$ cat config.mk
export PLATFORM = sky130hd
export DESIGN_NAME = mem_arbiter
export DESIGN_NICKNAME = d
export VERILOG_FILES = /design/src/rtl/mem_arbiter.sv
export SDC_FILE = /design/constraint.sdc
export NUM_CORES = 1
export LEC_CHECK = 0
export BUFFER_PORTS_ARGS = -buffer_cell sky130_fd_sc_hd__buf_2
export CAP_MARGIN = 30
export CELL_PAD_IN_SITES_DETAIL_PLACEMENT = 1
export CELL_PAD_IN_SITES_GLOBAL_PLACEMENT = 2
export CORE_MARGIN = 2
export CORE_UTILIZATION = 35
export CTS_BUF_LIST = sky130_fd_sc_hd__clkbuf_4
export DETAILED_ROUTE_END_ITERATION = 10
export GPL_ROUTABILITY_DRIVEN = 0
export GPL_TIMING_DRIVEN = 0
export PLACE_DENSITY_LB_ADDON = 0.1
export SYNTH_ARGS = -nofsm -noshare
export SYNTH_HDL_FRONTEND = slang
export SYNTH_SLANG_ARGS = --single-unit
$ cat constraint.sdc
create_clock -name clk -period 4.2 [get_ports clk]
set_input_delay 0.21 -clock clk [delete_from_list [all_inputs] [get_ports clk]]
set_output_delay 0.21 -clock clk [all_outputs]
set_load 0.01 [all_outputs]
$ cat src/rtl/mem_arbiter.sv
// mem_arbiter: shares one byte-wide, 1-cycle-latency RAM port between IF fetches and MEM loads/stores.
// Define MEM_ARB_FAIR_EN for round-robin IF/MEM grants; otherwise MEM always wins over IF.
module mem_arbiter #(
  parameter int ADDR_W = 32,
  parameter int DATA_W = 32
) (
  input  logic              clk,
  input  logic              rst_n,
  input  logic              if_req,
  input  logic [ADDR_W-1:0] if_addr,
  output logic              if_ready,
  output logic [DATA_W-1:0] if_inst,
  input  logic              mem_load,
  input  logic              mem_save,
  input  logic [ADDR_W-1:0] mem_addr,
  input  logic [DATA_W-1:0] mem_wdata,
  input  logic [2:0]        mem_len,
  input  logic              mem_signed,
  output logic              mem_ready,
  output logic [DATA_W-1:0] mem_rdata,
  output logic [ADDR_W-1:0] ram_addr,
  output logic              ram_wr,
  output logic [7:0]        ram_wdata,
  input  logic [7:0]        ram_rdata,
  output logic              stall_req_if,
  output logic              stall_req_mem
);
  typedef enum logic [1:0] {S_IDLE, S_RD, S_WR, S_DONE} state_t;
  localparam logic OWN_IF  = 1'b0;
  localparam logic OWN_MEM = 1'b1;

  state_t            state_q, state_d;
  logic [2:0]        cnt_q, cnt_d, len_q, len_d, nxt_cnt, mem_beats;
  logic [1:0]        lane;
  logic              owner_q, owner_d, sgn_q, sgn_d;
  logic [ADDR_W-1:0] base_q, base_d, ram_addr_q, ram_addr_d;
  logic [DATA_W-1:0] wdata_q, wdata_d, buf_q, buf_d;
  logic [DATA_W-1:0] if_inst_q, if_inst_d, mem_rdata_q, mem_rdata_d;
  logic              ram_wr_q, ram_wr_d, if_ready_q, if_ready_d, mem_ready_q, mem_ready_d;
  logic [7:0]        ram_wdata_q, ram_wdata_d;
  logic              mem_pend, pick_mem;
`ifdef MEM_ARB_FAIR_EN
  logic              last_owner_q, last_owner_d;
`endif

  always_comb begin
    mem_pend = mem_load | mem_save;
`ifdef MEM_ARB_FAIR_EN
    // With both pending, the requester that was not served last wins.
    pick_mem = mem_pend & (~if_req | (last_owner_q == OWN_IF));
    last_owner_d = last_owner_q;
`else
    pick_mem = mem_pend;
`endif
    case (mem_len)
      3'd1:    mem_beats = 3'd1;
      3'd2:    mem_beats = 3'd2;
      default: mem_beats = 3'd4;
    endcase
    nxt_cnt     = cnt_q + 3'd1;
    lane        = cnt_q[1:0] - 2'd1;
    state_d     = state_q;
    cnt_d       = cnt_q;
    len_d       = len_q;
    owner_d     = owner_q;
    sgn_d       = sgn_q;
    base_d      = base_q;
    wdata_d     = wdata_q;
    buf_d       = buf_q;
    ram_addr_d  = ram_addr_q;
    ram_wdata_d = ram_wdata_q;
    ram_wr_d    = 1'b0;
    if_ready_d  = 1'b0;
    mem_ready_d = 1'b0;
    if_inst_d   = if_inst_q;
    mem_rdata_d = mem_rdata_q;
    case (state_q)
      S_IDLE: begin
        if (mem_pend || if_req) begin
          cnt_d = 3'd0;
          buf_d = '0;
          if (pick_mem) begin
            owner_d    = OWN_MEM;
            base_d     = mem_addr;
            wdata_d    = mem_wdata;
            len_d      = mem_beats;
            sgn_d      = mem_signed;
            ram_addr_d = mem_addr;
            if (mem_save) begin
              state_d     = S_WR;
              ram_wr_d    = 1'b1;
              ram_wdata_d = mem_wdata[7:0];
            end else begin
              state_d = S_RD;
            end
          end else begin
            owner_d    = OWN_IF;
            base_d     = if_addr;
            len_d      = 3'd4;
            sgn_d      = 1'b0;
            ram_addr_d = if_addr;
            state_d    = S_RD;
          end
`ifdef MEM_ARB_FAIR_EN
          last_owner_d = owner_d;
`endif
        end
      end
      S_RD: begin
        // Read data trails the address by one cycle, so lane cnt-1 lands while cnt is issued.
        if (cnt_q != 3'd0) buf_d[{lane, 3'b000} +: 8] = ram_rdata;
        if (cnt_q == len_q) begin
          state_d = S_DONE;
          if (owner_q == OWN_IF) begin
            if_ready_d = 1'b1;
            if_inst_d  = buf_d;
          end else begin
            mem_ready_d = 1'b1;
            case (len_q)
              3'd1:    mem_rdata_d = {{24{sgn_q & buf_d[7]}}, buf_d[7:0]};
              3'd2:    mem_rdata_d = {{16{sgn_q & buf_d[15]}}, buf_d[15:0]};
              default: mem_rdata_d = buf_d;
            endcase
          end
        end else begin
          cnt_d = nxt_cnt;
          if (nxt_cnt < len_q) ram_addr_d = base_q + ADDR_W'(nxt_cnt);
        end
      end
      S_WR: begin
        cnt_d = nxt_cnt;
        if (nxt_cnt < len_q) begin
          ram_wr_d    = 1'b1;
          ram_addr_d  = base_q + ADDR_W'(nxt_cnt);
          ram_wdata_d = wdata_q[{nxt_cnt[1:0], 3'b000} +: 8];
        end else begin
          state_d     = S_DONE;
          mem_ready_d = 1'b1;
        end
      end
      default: state_d = S_IDLE;
    endcase
  end

  always_ff @(posedge clk or negedge rst_n) begin
    if (!rst_n) begin
      state_q     <= S_IDLE;
      cnt_q       <= '0;
      len_q       <= '0;
      owner_q     <= OWN_IF;
      sgn_q       <= 1'b0;
      base_q      <= '0;
      wdata_q     <= '0;
      buf_q       <= '0;
      ram_addr_q  <= '0;
      ram_wdata_q <= '0;
      ram_wr_q    <= 1'b0;
      if_ready_q  <= 1'b0;
      mem_ready_q <= 1'b0;
      if_inst_q   <= '0;
      mem_rdata_q <= '0;
`ifdef MEM_ARB_FAIR_EN
      last_owner_q <= OWN_MEM;
`endif
    end else begin
      state_q     <= state_d;
      cnt_q       <= cnt_d;
      len_q       <= len_d;
      owner_q     <= owner_d;
      sgn_q       <= sgn_d;
      base_q      <= base_d;
      wdata_q     <= wdata_d;
      buf_q       <= buf_d;
      ram_addr_q  <= ram_addr_d;
      ram_wdata_q <= ram_wdata_d;
      ram_wr_q    <= ram_wr_d;
      if_ready_q  <= if_ready_d;
      mem_ready_q <= mem_ready_d;
      if_inst_q   <= if_inst_d;
      mem_rdata_q <= mem_rdata_d;
`ifdef MEM_ARB_FAIR_EN
      last_owner_q <= last_owner_d;
`endif
    end
  end

  assign ram_addr      = ram_addr_q;
  assign ram_wr        = ram_wr_q;
  assign ram_wdata     = ram_wdata_q;
  assign if_ready      = if_ready_q;
  assign if_inst       = if_inst_q;
  assign mem_ready     = mem_ready_q;
  assign mem_rdata     = mem_rdata_q;
  // Requests stall until the cycle their own ready pulse is out; held at 0 during reset.
  assign stall_req_mem = rst_n & mem_pend & ~((state_q == S_DONE) && (owner_q == OWN_MEM));
  assign stall_req_if  = rst_n & if_req & ~((state_q == S_DONE) && (owner_q == OWN_IF));
endmodule

After elaboration in Yosys (flattened, before gate mapping)
Index checks and enable logic that the tools add are counted.

Bits in registers: 213. Output and inout port bits: 109. Logic and storage cells: 105.

Add/subtract/negate cells: 4. Order comparisons: 1. Eq/ne operators: 15. Shifts and indexed selects: 3. Mux-type cells: 41. Bitwise gates (word level): 10. Reduce and logical (&&, ||, !) cells: 16.

Operators with widths (number): two-way mux 32 bit (7); one-hot mux 32 bit (2 select lines) (2); one-hot mux 32 bit (3 select lines) (1); adder 32 x 3 -> 32 bit (1); bitwise mux 32 bit (1); two-way mux 8 bit (4); variable shift 8 x 7 -> 32 bit, first input constant (1); variable part select 32 x 6 -> 8 bit (1); variable part select 8 x 7 -> 32 bit (1); one-hot mux 8 bit (2 select lines) (1); AND reduction 3 bit (5); != test 2 bit, second input constant (7); two-way mux 1 bit (12); two-way mux 2 bit (5); two-way mux 3 bit (3); one-hot mux 3 bit (3 select lines) (1); negation 5 -> 7 bit (1); bitwise AND 1 bit (6); equality test 3 x 1 -> 1 bit, second input constant (2); equality test 3 x 2 -> 1 bit, second input constant (2); one-hot mux 2 bit (3 select lines) (1); one-hot mux 3 bit (2 select lines) (1); nonzero test 3 bit (2); AND reduction 5 bit (1); 14 further kinds (21).

Logic depth before layout (Yosys ltp)
Depth after elaboration: 8. Mapped depth: 11. Mapped depth without buffers: 9.

Least setup slack after synthesis
No wires, ideal clock.

Path kind: flip-flop to flip-flop. Start point: register cnt_q[0]. End point: register ram_addr_q[26] (netlist: ram_addr[26]). Setup time: 0.126 ns. Arrival time: 2.817 ns. Setup slack: 1.257 ns. Stages on the path, launching flop included: 10. Period minus slack after synthesis: 2.943 ns. Cells stage by stage: dfrtp_1 inv_1 ha_1 inv_1 fa_1 nor2b_1 o2111ai_1 nor4_1 xor2_1 a221o_1.

Cells in the longest elaborated chain, start to end: 5. Elaborated cells between the ends (all ways): 9. Those cells by class: 2 x add/sub; 1 x order compare; 2 x eq/ne; 3 x mux; 1 x reduce/logical.

RTL lines: start, declared (RTL line 33) `logic [2:0] cnt_q, cnt_d, len_q, len_d, nxt_cnt, mem_beats;`; start signal, assigned (RTL line 167) `cnt_q <= cnt_d;`; adder 3 x 1 -> 3 bit (RTL line 60) `nxt_cnt = cnt_q + 3'd1;`; adder 32 x 3 -> 32 bit / less-than comparator 3 bit (equally long branches) (RTL line 127, 134, 132); two-way mux 32 bit (RTL line 127, 132); two-way mux 32 bit (RTL line 112) `if (cnt_q == len_q) begin`; one-hot mux 32 bit (3 select lines) (RTL line 77) `case (state_q)`; end signal, assigned (RTL line 174) `ram_addr_q <= ram_addr_d;`; end, declared (RTL line 36) `logic [ADDR_W-1:0] base_q, base_d, ram_addr_q, ram_addr_d;`.

Parallel ways exist; a longest one is shown, timed or not. The select of a mux whose other input is x is not followed. A chain may end at the register's enable or synchronous reset.

Worst setup path in the final report
Start point: register cnt_q[0]. End point: register ram_addr_q[30] (netlist: ram_addr[30]).

Same word-level chain as after synthesis.

==> impl_metrics.csv <==
group,metric,value,unit
floorplanning,core,29500,um2
run_status,outcome,"finished clean",
global_routing,grt_overflow,0,
layout,design_area,14000,um2
place,dp_hpwl,25200,um
clocking,clkTransAtPathRegs,60,ps
floorplanning,start_util,0.354,
detailed_routing,dr.pass1.iters,4,
layout,final_cell_mix,"buf_2, dfrtp_1, dlygate4sd3_1, nand2_1, nor2_1",
floorplanning,io-pin-count,222,
global_routing,grt_pass1_vias,10200,
timing,timing.slew.headroom,0.409,
global_routing,grt_pass1_wl,57200,um
layout,syn_to_final_growth,33.8,%
pwr,power.density,754,nW/um2
logic_synthesis,postSynth.topFlopCell,"dfrtp_1",
logic_synthesis,synth_area_leaders,"dfrtp_1, mux2_2, mux2i_1, a21oi_1, nand2_1",
timing,clock_skew,49.2,ps
flow_run,max-cap-violations,0,
logic_synthesis,synthesis.nets,1146,
detailed_routing,route.detailed.drc,0,
detailed_routing,wl_per_cell,19.6,um
pwr,power_leakage,6.33,nW
place,dpl-instance-area,12100,um2
timing,hold_viol_final,0,
worst_setup_path,crit_arrival,4440,ps
worst_setup_path,start_kind,"register",
floorplanning,dieArea,31200,um2
detailed_routing,drt-total-wl,36200,um
global_routing,antenna_found_initial,2,
clocking,cts_tree,"yes",
clocking,cts_buffers,61,
logic_synthesis,synth.ff_latch_count,213,
pwr,seq_power_share,0.336,
logic_synthesis,synthCells,1016,
worst_hold_path,hp-class,"in2reg",
timing,post-route-period-util,0.917,
global_routing,track_usage,0.237,
detailed_routing,vias,9471,
timing,tightest_slew,879,ps
floorplanning,fp.dieW,177,um
worst_setup_path,end_kind,"register",
global_routing,grt_max_degree,112,
detailed_routing,ant_nets,0,
logic_synthesis,async_flop_share,1.00,
logic_synthesis,avgSynthCellArea,10.3,um2
worst_setup_path,path_max_fanout,10,
timing,rsz0062_at_grt,"no",
floorplanning,die_h,177,um
detailed_routing,via_per_inst,5.12,
clocking,clk_latency,720,ps
logic_synthesis,synth_top_area_share,0.510,
clocking,clock-sinks,213,
floorplanning,fp-row-count,63,
pwr,switching_share,0.437,
place,pre_cts_slack,176,ps
place,numPortBuffers,221,
logic_synthesis,synth_warnings,0,
timing,clock.fmax,0.260,GHz
pwr,p_int,5.93,mW
timing,layout_setup_ws,348,ps
pwr,irDropWorstVdd,0.000294,V
clocking,cts_setup_buffers,0,
layout,final_common_cell,"buf_2",
pwr,p_switching,4.61,mW
pwr,clockPowerShare,0.175,
pwr,pwr-share-comb,0.489,
logic_synthesis,netlist_area,10400,um2
logic_synthesis,synth_top_area_cell,"dfrtp_1",
timing,slew_violations,0,
clocking,clock_path_buffers,3,
timing,setup_viol,0,
detailed_routing,drt-initial-drc-count,430,
logic_synthesis,synth-edff-count,0,
layout,nets,1547,
clocking,cts_max_level,2,
worst_setup_path,path_class,"reg2reg",
logic_synthesis,seq_area_frac_synth,0.510,
timing,whs,57.5,ps
clocking,root_buffer,"clkbuf_4",
timing,fin_crit,3850,ps
layout,final_layout_size_suffix_gt1_frac,0.274,
worst_setup_path,cp_data_required_time,4790,ps
logic_synthesis,yosysUniqueCellTypes,64,
-- synth_stat cells, types with 14 or more instances --
| cell type | n |
|---|---|
| mux2i_1 | 54 |
| xnor2_1 | 15 |
| nor2_1 | 92 |
| a21oi_1 | 86 |
| ha_1 | 16 |
| clkbuf_1 | 40 |
| inv_1 | 22 |
| nand2_1 | 113 |
| nand2b_1 | 16 |
| nor3_1 | 14 |
| mux2_2 | 51 |
| nand3_1 | 17 |
| o21a_1 | 19 |
| a22o_1 | 14 |
| dfrtp_1 | 213 |
| o21ai_0 | 83 |
-- worst max-delay path, cell delays in order (launching register included) --
cell       delay, ps
dfrtp_1          580
inv_1            250
ha_1             570
inv_1            180
fa_1             460
nor2b_1          440
o2111ai_2        380
nor4_1           410
xor2_1           130
a221o_1          330
-- worst paths after layout --
| kind | start | to | slack [ps] | cells after the start |
|---|---|---|---|---|
| worst max-delay path | cnt_q[0]$_DFFE_PN0P_ | ram_addr[30]$_DFFE_PN0P_ | 350 | 9 |
| worst min-delay path | if_addr[11] | ram_addr[11]$_DFFE_PN0P_ | 60 | 4 |
| worst max register to register | cnt_q[0]$_DFFE_PN0P_ | ram_addr[30]$_DFFE_PN0P_ | 350 | 9 |
| worst min register to register | ram_addr[9]$_DFFE_PN0P_ | ram_addr[9]$_DFFE_PN0P_ | 470 | 1 |
| max in group asynchronous | rst_n | buf_q[22]$_DFFE_PN0P_ | 3000 | 3 |
| min in group asynchronous | rst_n | base_q[14]$_DFFE_PN0P_ | 110 | 2 |
-- layout make-up --
cell class	count	area (um2)
buffer	58	258
clock buffer	87	653
fill	3418	15500
antenna	2	5.00
inverter	22	82.6
tap	390	488
multi-input combinational	723	4790
timing repair buffer	338	2300
clock inverter	17	68.8
sequential	213	5330
-- metal layers --
layer	global-route usage	up-vias	share of wire
met1	0.332	4688	0.47
met4	0.0671	0	0.022
met3	0.0442	68	0.049
met2	0.374	248	0.45
li1	-	4467	-
met5	0	-	0
-- power by group through the flow --
stage	clock [mW]	sequential [mW]	combinational (mW)
final	1.85	3.54	5.15
after global routing	2.03	3.66	5.71
after CTS	1.92	3.54	5.19
after detailed placement	0	3.57	5.07
after global placement	0	3.55	4.95
after floorplan	0	3.64	3.03
-- through the flow --
step	cells	setup TNS, ps	power (mW)	util
after floorplan	1016	0	6.67	-
after global placement	1627	-246080	8.50	0.408
after detailed placement	1629	0	8.64	0.410
after CTS	1848	0	10.6	0.474
after global routing	1850	0	11.4	0.474
final	1850	0	10.5	0.474
-- flip-flops by register name (all words and copies together) (netlist names) --
name       cells
base_q        32
buf_q         32
if_inst       32
mem_rdata     32
ram_addr      32
wdata_q       32
ram_wdata      8
cnt_q          3
len_q          3
state_q        2
if_ready       1
mem_ready      1
owner_q        1
ram_wr         1
sgn_q          1
-- timing repair --
item	in CTS	in global routing
endpoints found under the setup margin	0	3
hold buffers	115	0
gates resized for setup	0	1
hold endpoints to repair	212	0
-- cell families (layout without fill, tap and decap cells) --
logic type                 after synthesis  in the layout  synth area share
and+or+nand+nor                        301            301             0.131
muxes                                  113            113             0.124
other                                    0              2                 0
xor gates and xnor gates                28             28            0.0242
adders and majority gates               17             17            0.0211
buffers and inverters                   80            522            0.0326
DFF                                    213            213             0.510
AOI/OAI and AO/OA                      264            264             0.157
Power figures use the tool's default switching activity.
